File: src/rtl/pram_arbiter.sv
// Arbiter for the single-port program RAM. It shares the port between instruction fetch
// and the loader/debug requester, and provides a zero-fill sequencer that clears every word.
module pram_arbiter #(
   parameter int AW       = 12,
   parameter int DW       = 16,
   parameter int MAX_WAIT = 4
) (
   input  logic          clk,
   input  logic          reset,
   input  logic          clr_start,
   output logic          clr_busy,
   input  logic          if_req,
   input  logic [AW-1:0] if_adr,
   output logic          if_gnt,
   output logic          if_rvalid,
   output logic [DW-1:0] if_rdata,
   input  logic          ld_req,
   input  logic          ld_we,
   input  logic [AW-1:0] ld_adr,
   input  logic [DW-1:0] ld_wdata,
   output logic          ld_gnt,
   output logic          ld_rvalid,
   output logic [DW-1:0] ld_rdata,
   output logic          ram_cs,
   output logic          ram_we,
   output logic [AW-1:0] ram_adr,
   output logic [DW-1:0] ram_din,
   input  logic [DW-1:0] ram_dout
);

   localparam int WCW = $clog2(MAX_WAIT + 1);

   typedef enum logic {S_IDLE, S_CLEAR} state_t;

   state_t         state_q, state_d;
   logic [WCW-1:0] wcnt_q, wcnt_d;
   logic [AW-1:0]  clr_adr_q, clr_adr_d;
   logic           if_rvalid_q, if_rvalid_d;
   logic           ld_rvalid_q, ld_rvalid_d;
   logic           fetch_forced;

   always_comb begin
      state_d      = state_q;
      clr_adr_d    = clr_adr_q;
      if_gnt       = 1'b0;
      ld_gnt       = 1'b0;
      ram_cs       = 1'b0;
      ram_we       = 1'b0;
      ram_adr      = '0;
      ram_din      = '0;
      fetch_forced = if_req && (wcnt_q == WCW'(MAX_WAIT));

      case (state_q)
         S_IDLE: begin
            if (clr_start) begin
               state_d   = S_CLEAR;
               clr_adr_d = '0;
            end else if (ld_req && !fetch_forced) begin
               ld_gnt  = 1'b1;
               ram_cs  = 1'b1;
               ram_we  = ld_we;
               ram_adr = ld_adr;
               ram_din = ld_wdata;
            end else if (if_req) begin
               if_gnt  = 1'b1;
               ram_cs  = 1'b1;
               ram_adr = if_adr;
            end
         end
         S_CLEAR: begin
            ram_cs    = 1'b1;
            ram_we    = 1'b1;
            ram_adr   = clr_adr_q;
            clr_adr_d = clr_adr_q + 1'b1;
            if (&clr_adr_q) state_d = S_IDLE;
         end
         default: state_d = S_IDLE;
      endcase

      // No RAM access or grant is issued while reset is held, so an aborted clear stops cleanly.
      if (reset) begin
         if_gnt = 1'b0;
         ld_gnt = 1'b0;
         ram_cs = 1'b0;
         ram_we = 1'b0;
      end

      if (if_req && !if_gnt)
         wcnt_d = (wcnt_q == WCW'(MAX_WAIT)) ? wcnt_q : wcnt_q + 1'b1;
      else
         wcnt_d = '0;

      if_rvalid_d = if_gnt;
      ld_rvalid_d = ld_gnt && !ld_we;
   end

   always_ff @(posedge clk) begin
      if (reset) begin
         state_q     <= S_IDLE;
         wcnt_q      <= '0;
         clr_adr_q   <= '0;
         if_rvalid_q <= 1'b0;
         ld_rvalid_q <= 1'b0;
      end else begin
         state_q     <= state_d;
         wcnt_q      <= wcnt_d;
         clr_adr_q   <= clr_adr_d;
         if_rvalid_q <= if_rvalid_d;
         ld_rvalid_q <= ld_rvalid_d;
      end
   end

   assign clr_busy  = (state_q == S_CLEAR);
   assign if_rvalid = if_rvalid_q;
   assign ld_rvalid = ld_rvalid_q;
   assign if_rdata  = ram_dout;
   assign ld_rdata  = ram_dout;

endmodule

File: config.mk
export PLATFORM = sky130hd
export DESIGN_NAME = pram_arbiter
export DESIGN_NICKNAME = d
export VERILOG_FILES = /design/src/rtl/pram_arbiter.sv
export SDC_FILE = /design/constraint.sdc
export NUM_CORES = 1
export LEC_CHECK = 0
export BUFFER_PORTS_ARGS = -buffer_cell sky130_fd_sc_hd__buf_4
export CAP_MARGIN = 30
export CORE_MARGIN = 2
export CORE_UTILIZATION = 35
export CTS_CLUSTER_SIZE = 40
export DETAILED_ROUTE_END_ITERATION = 10
export GPL_TIMING_DRIVEN = 1
export MAX_ROUTING_LAYER = met4
export PLACE_DENSITY = 0.82
export SKIP_CTS_REPAIR_TIMING = 1
export SYNTH_ARGS = -nofsm -noshare
export SYNTH_HDL_FRONTEND = slang
export SYNTH_SLANG_ARGS = --single-unit
File: constraint.sdc
create_clock -name clk -period 1.75 [get_ports clk]
set_clock_uncertainty 0.05 [all_clocks]
set_input_delay 0.4375 -clock clk [delete_from_list [all_inputs] [get_ports clk]]
set_output_delay 0.4375 -clock clk [all_outputs]
set_load 0.005 [all_outputs]
==> reports/metrics.yaml <==
setup_path:
  crit_chain: "inv_2 > ha_4 > nand2_4 > a2111oi_4 > buf_6 > and2_1 > buf_4"
  critPathLaunchType: "flop"
  worst_ep_required_time_ns: 1.26
  worstSetupPathType: "reg2out"
  worst_path_max_delay_cell: "a2111oi_4"
  crit_family: "buffers and inverters"
  crit_fanout: 14
  reg2regPathDepth: 5
  timing.rr.end: "clr_adr_q[11]$_SDFFE_PP0P_"
  crit_buf_inv: 3
  r2r-start: "clr_busy$_SDFF_PP0_"
  crit_end: "if_gnt"
  r2r_slack_ns: 0.23
  slowest_delay_ns: 0.33
  crit_start: "wcnt_q[1]$_SDFFE_PP0P_"
  cp.depth: 7
  cp-end-kind: "output pin"
  worst_ep_arrival_time_ns: 1.66
global_route:
  grt_use_total_pct: 15.8
  grt_pass1_vias: 1413
  grt_first_pass_wirelength_mm: 6.22
  grt.overflow.total: 0
  grt_antenna_before_repair: 0
  grt_max_degree: 20
min_path:
  min_path_cells: 2
  hp-class: "in2reg"
floorplanning:
  die_width_um: 69.7
  dieArea_mm2: 0.00486
  rows: 23
  initial_core_util_pct: 37.0
  die_h_um: 69.7
  pin_count: 129
  fp.coreArea_mm2: 0.00409
run_status:
  violations: "setup timing"
  status: "finished, violations left"
yosys:
  yosysSeqAreaShare_pct: 23.9
  synthTopCellsByCount: "33 x buf_4, 31 x and2_1, 18 x dfxtp_1"
  yosysTopAreaCell: "dfxtp_1"
  synth_nets: 250
  synth-seq-cells: 18
  ys_warn_count: 0
  synth_cells: 185
  yosys.cell_types.count: 41
  synth_edf_count: 0
  synth_top_area_share_pct: 23.9
  synth.most_common_cell: "buf_4"
  ys_async_sr_fraction_pct: 0
  synth.area.top_cells: "dfxtp_1 24%, buf_4 16%, and2_1 13%"
  syn_area_mm2: 0.00151
  postSynthAreaPerCell_um2: 8.16
  ys.flop_type: "dfxtp_1"
detailed_routing:
  drc: 0
  vias: 1547
  wl_per_cell_um: 13.7
  via_per_inst: 5.14
  drt_iter0_drc: 234
  postRouteWirelength_mm: 4.13
  ant_nets: 0
  first_pass_iters: 4
timing:
  rsz0062_at_grt: "true"
  slew_viol_final: 0
  worst_slack_ns: -0.393
  relSlewSlack_pct: 74.5
  setup_tns_ns: -9.84
  worst_pin_slew_ns: 0.379
  max_freq_mhz: 467
  fin_crit_sh_pct: 122
  period_needed_ns: 2.14
  finalSetupViolations: 31
  finalHoldViolCount: 0
final_layout:
  regArea_um2: 367
  final_area_mm2: 0.00222
  nFillCells: 369
  synthToLayoutAreaGrowth_pct: 47.2
  n_antenna_cell: 0
  fin_util_pct: 54.4
  nets: 317
  drive_gt1_share_pct: 50.2
  multi_input_area_um2: 880
power:
  p_comb_share_pct: 29.2
  switching_share_pct: 24.0
  seqPwrFrac_pct: 39.7
  leakage_nw: 1.03
  p_int_mw: 0.821
  power.switching_mw: 0.260
  clock_power_share_pct: 31.1
  total_power_mw: 1.08
  peakVddDrop_mv: 0.250
  power_density_mw_per_mm2: 486
clocking:
  cts_tree: "built"
  cts-root-buf: "clkbuf_8"
  cts_buffer_depth: 2
  htree_levels: 1
  clk_pin_slew_ns: 0.06
  clock_latency_ns: 0.25
  cts_made_buffers: 3
  clkSinkCount: 18
place:
  portBuffers: 80
  postPlaceCellArea_mm2: 0.00203
  place.gp.congestion: 0.938
  dpl.hpwl_mm: 3.06
  dp_slack_ns: -0.179
run:
  max_cap_violations: 0
[per-layer routing]
layer / track usage [%] / wire, um
met1: 16.6 / 1660
met2: 27.2 / 2020
met3: 4.07 / 381
met4: 7.91 / 71
met5: - / 0
[through the flow]
step                instances  hold WS (ns)
global placement          291         0.434
CTS                       295         0.294
detailed placement        291         0.449
floorplan                 185         0.414
finish                    301         0.307
global route              301         0.303
[worst reg2reg max path: cells and delay by family, from the launching register on]
kind	cells	cell delay, ns
AND/OR/NAND/NOR	2	0.49
flip-flops	1	0.41
buffers and inverters	2	0.28
multiplexers	1	0.23
[layout by cell type, fill, tap and decap left out, drive strengths merged, types with 2 or more instances in the layout]
master | netlist | final
nor3 | 4 | 4
a31oi | 3 | 3
a221o | 12 | 12
buf | 37 | 100
and2 | 31 | 31
ha | 3 | 3
nand3 | 13 | 13
nand4 | 2 | 2
dfxtp | 18 | 18
nor4 | 2 | 2
mux2i | 5 | 5
a21oi | 4 | 4
o21ai | 4 | 4
clkbuf | 3 | 6
inv | 6 | 6
nand2 | 8 | 8
xnor2 | 2 | 2
or2 | 3 | 3
or3 | 2 | 2
and3 | 2 | 2
nor3b | 2 | 2
nor2 | 7 | 7
[power groups by stage]
stage               Clock [mW]  Sequential, mW  Combinational, mW
floorplan                    0           0.436              0.161
global placement             0           0.436              0.270
detailed placement           0           0.436              0.274
CTS                      0.347           0.427              0.275
global route             0.367           0.429              0.339
finish                   0.336           0.429              0.316
[how the worst min path moves through the flow]
stage,slack [ns],start,to
final,0.31,ld_we,ld_rvalid$_SDFF_PP0_
after global routing,0.30,ld_we,ld_rvalid$_SDFF_PP0_
after CTS,0.29,ld_we,ld_rvalid$_SDFF_PP0_
after detailed placement,0.45,clr_adr_q[9]$_SDFFE_PP0P_,clr_adr_q[9]$_SDFFE_PP0P_
after global placement,0.43,clr_adr_q[8]$_SDFFE_PP0P_,clr_adr_q[8]$_SDFFE_PP0P_
after floorplan,0.41,clr_adr_q[11]$_SDFFE_PP0P_,clr_adr_q[11]$_SDFFE_PP0P_
[cells by family (layout without fill, tap and decap cells)]
| kind of cell | Yosys count | count (layout) | synth area share (%) |
|---|---|---|---|
| and+or+nand+nor | 82 | 82 | 31.9 |
| AOI/OAI and AO/OA | 28 | 28 | 15.9 |
| muxes | 5 | 5 | 3.31 |
| DFF | 18 | 18 | 23.9 |
| xor gates and xnor gates | 3 | 3 | 1.74 |
| buffers and inverters | 46 | 112 | 20.8 |
| adders and majority gates | 3 | 3 | 2.49 |
[cell type report]
type	count	area share [%]
timing repair buffer	102	37.6
multi-input combinational	121	39.6
sequential	18	16.5
tap	50	2.81
inverter	6	1.01
clock buffer	4	2.48
[sequential cells by signal, indices dropped and copies added (netlist names)]
signal,flops
if_rvalid,1
ld_rvalid,1
clr_busy,1
wcnt_q,3
clr_adr_q,12
No activity file was read; power rests on OpenSTA's default activity.
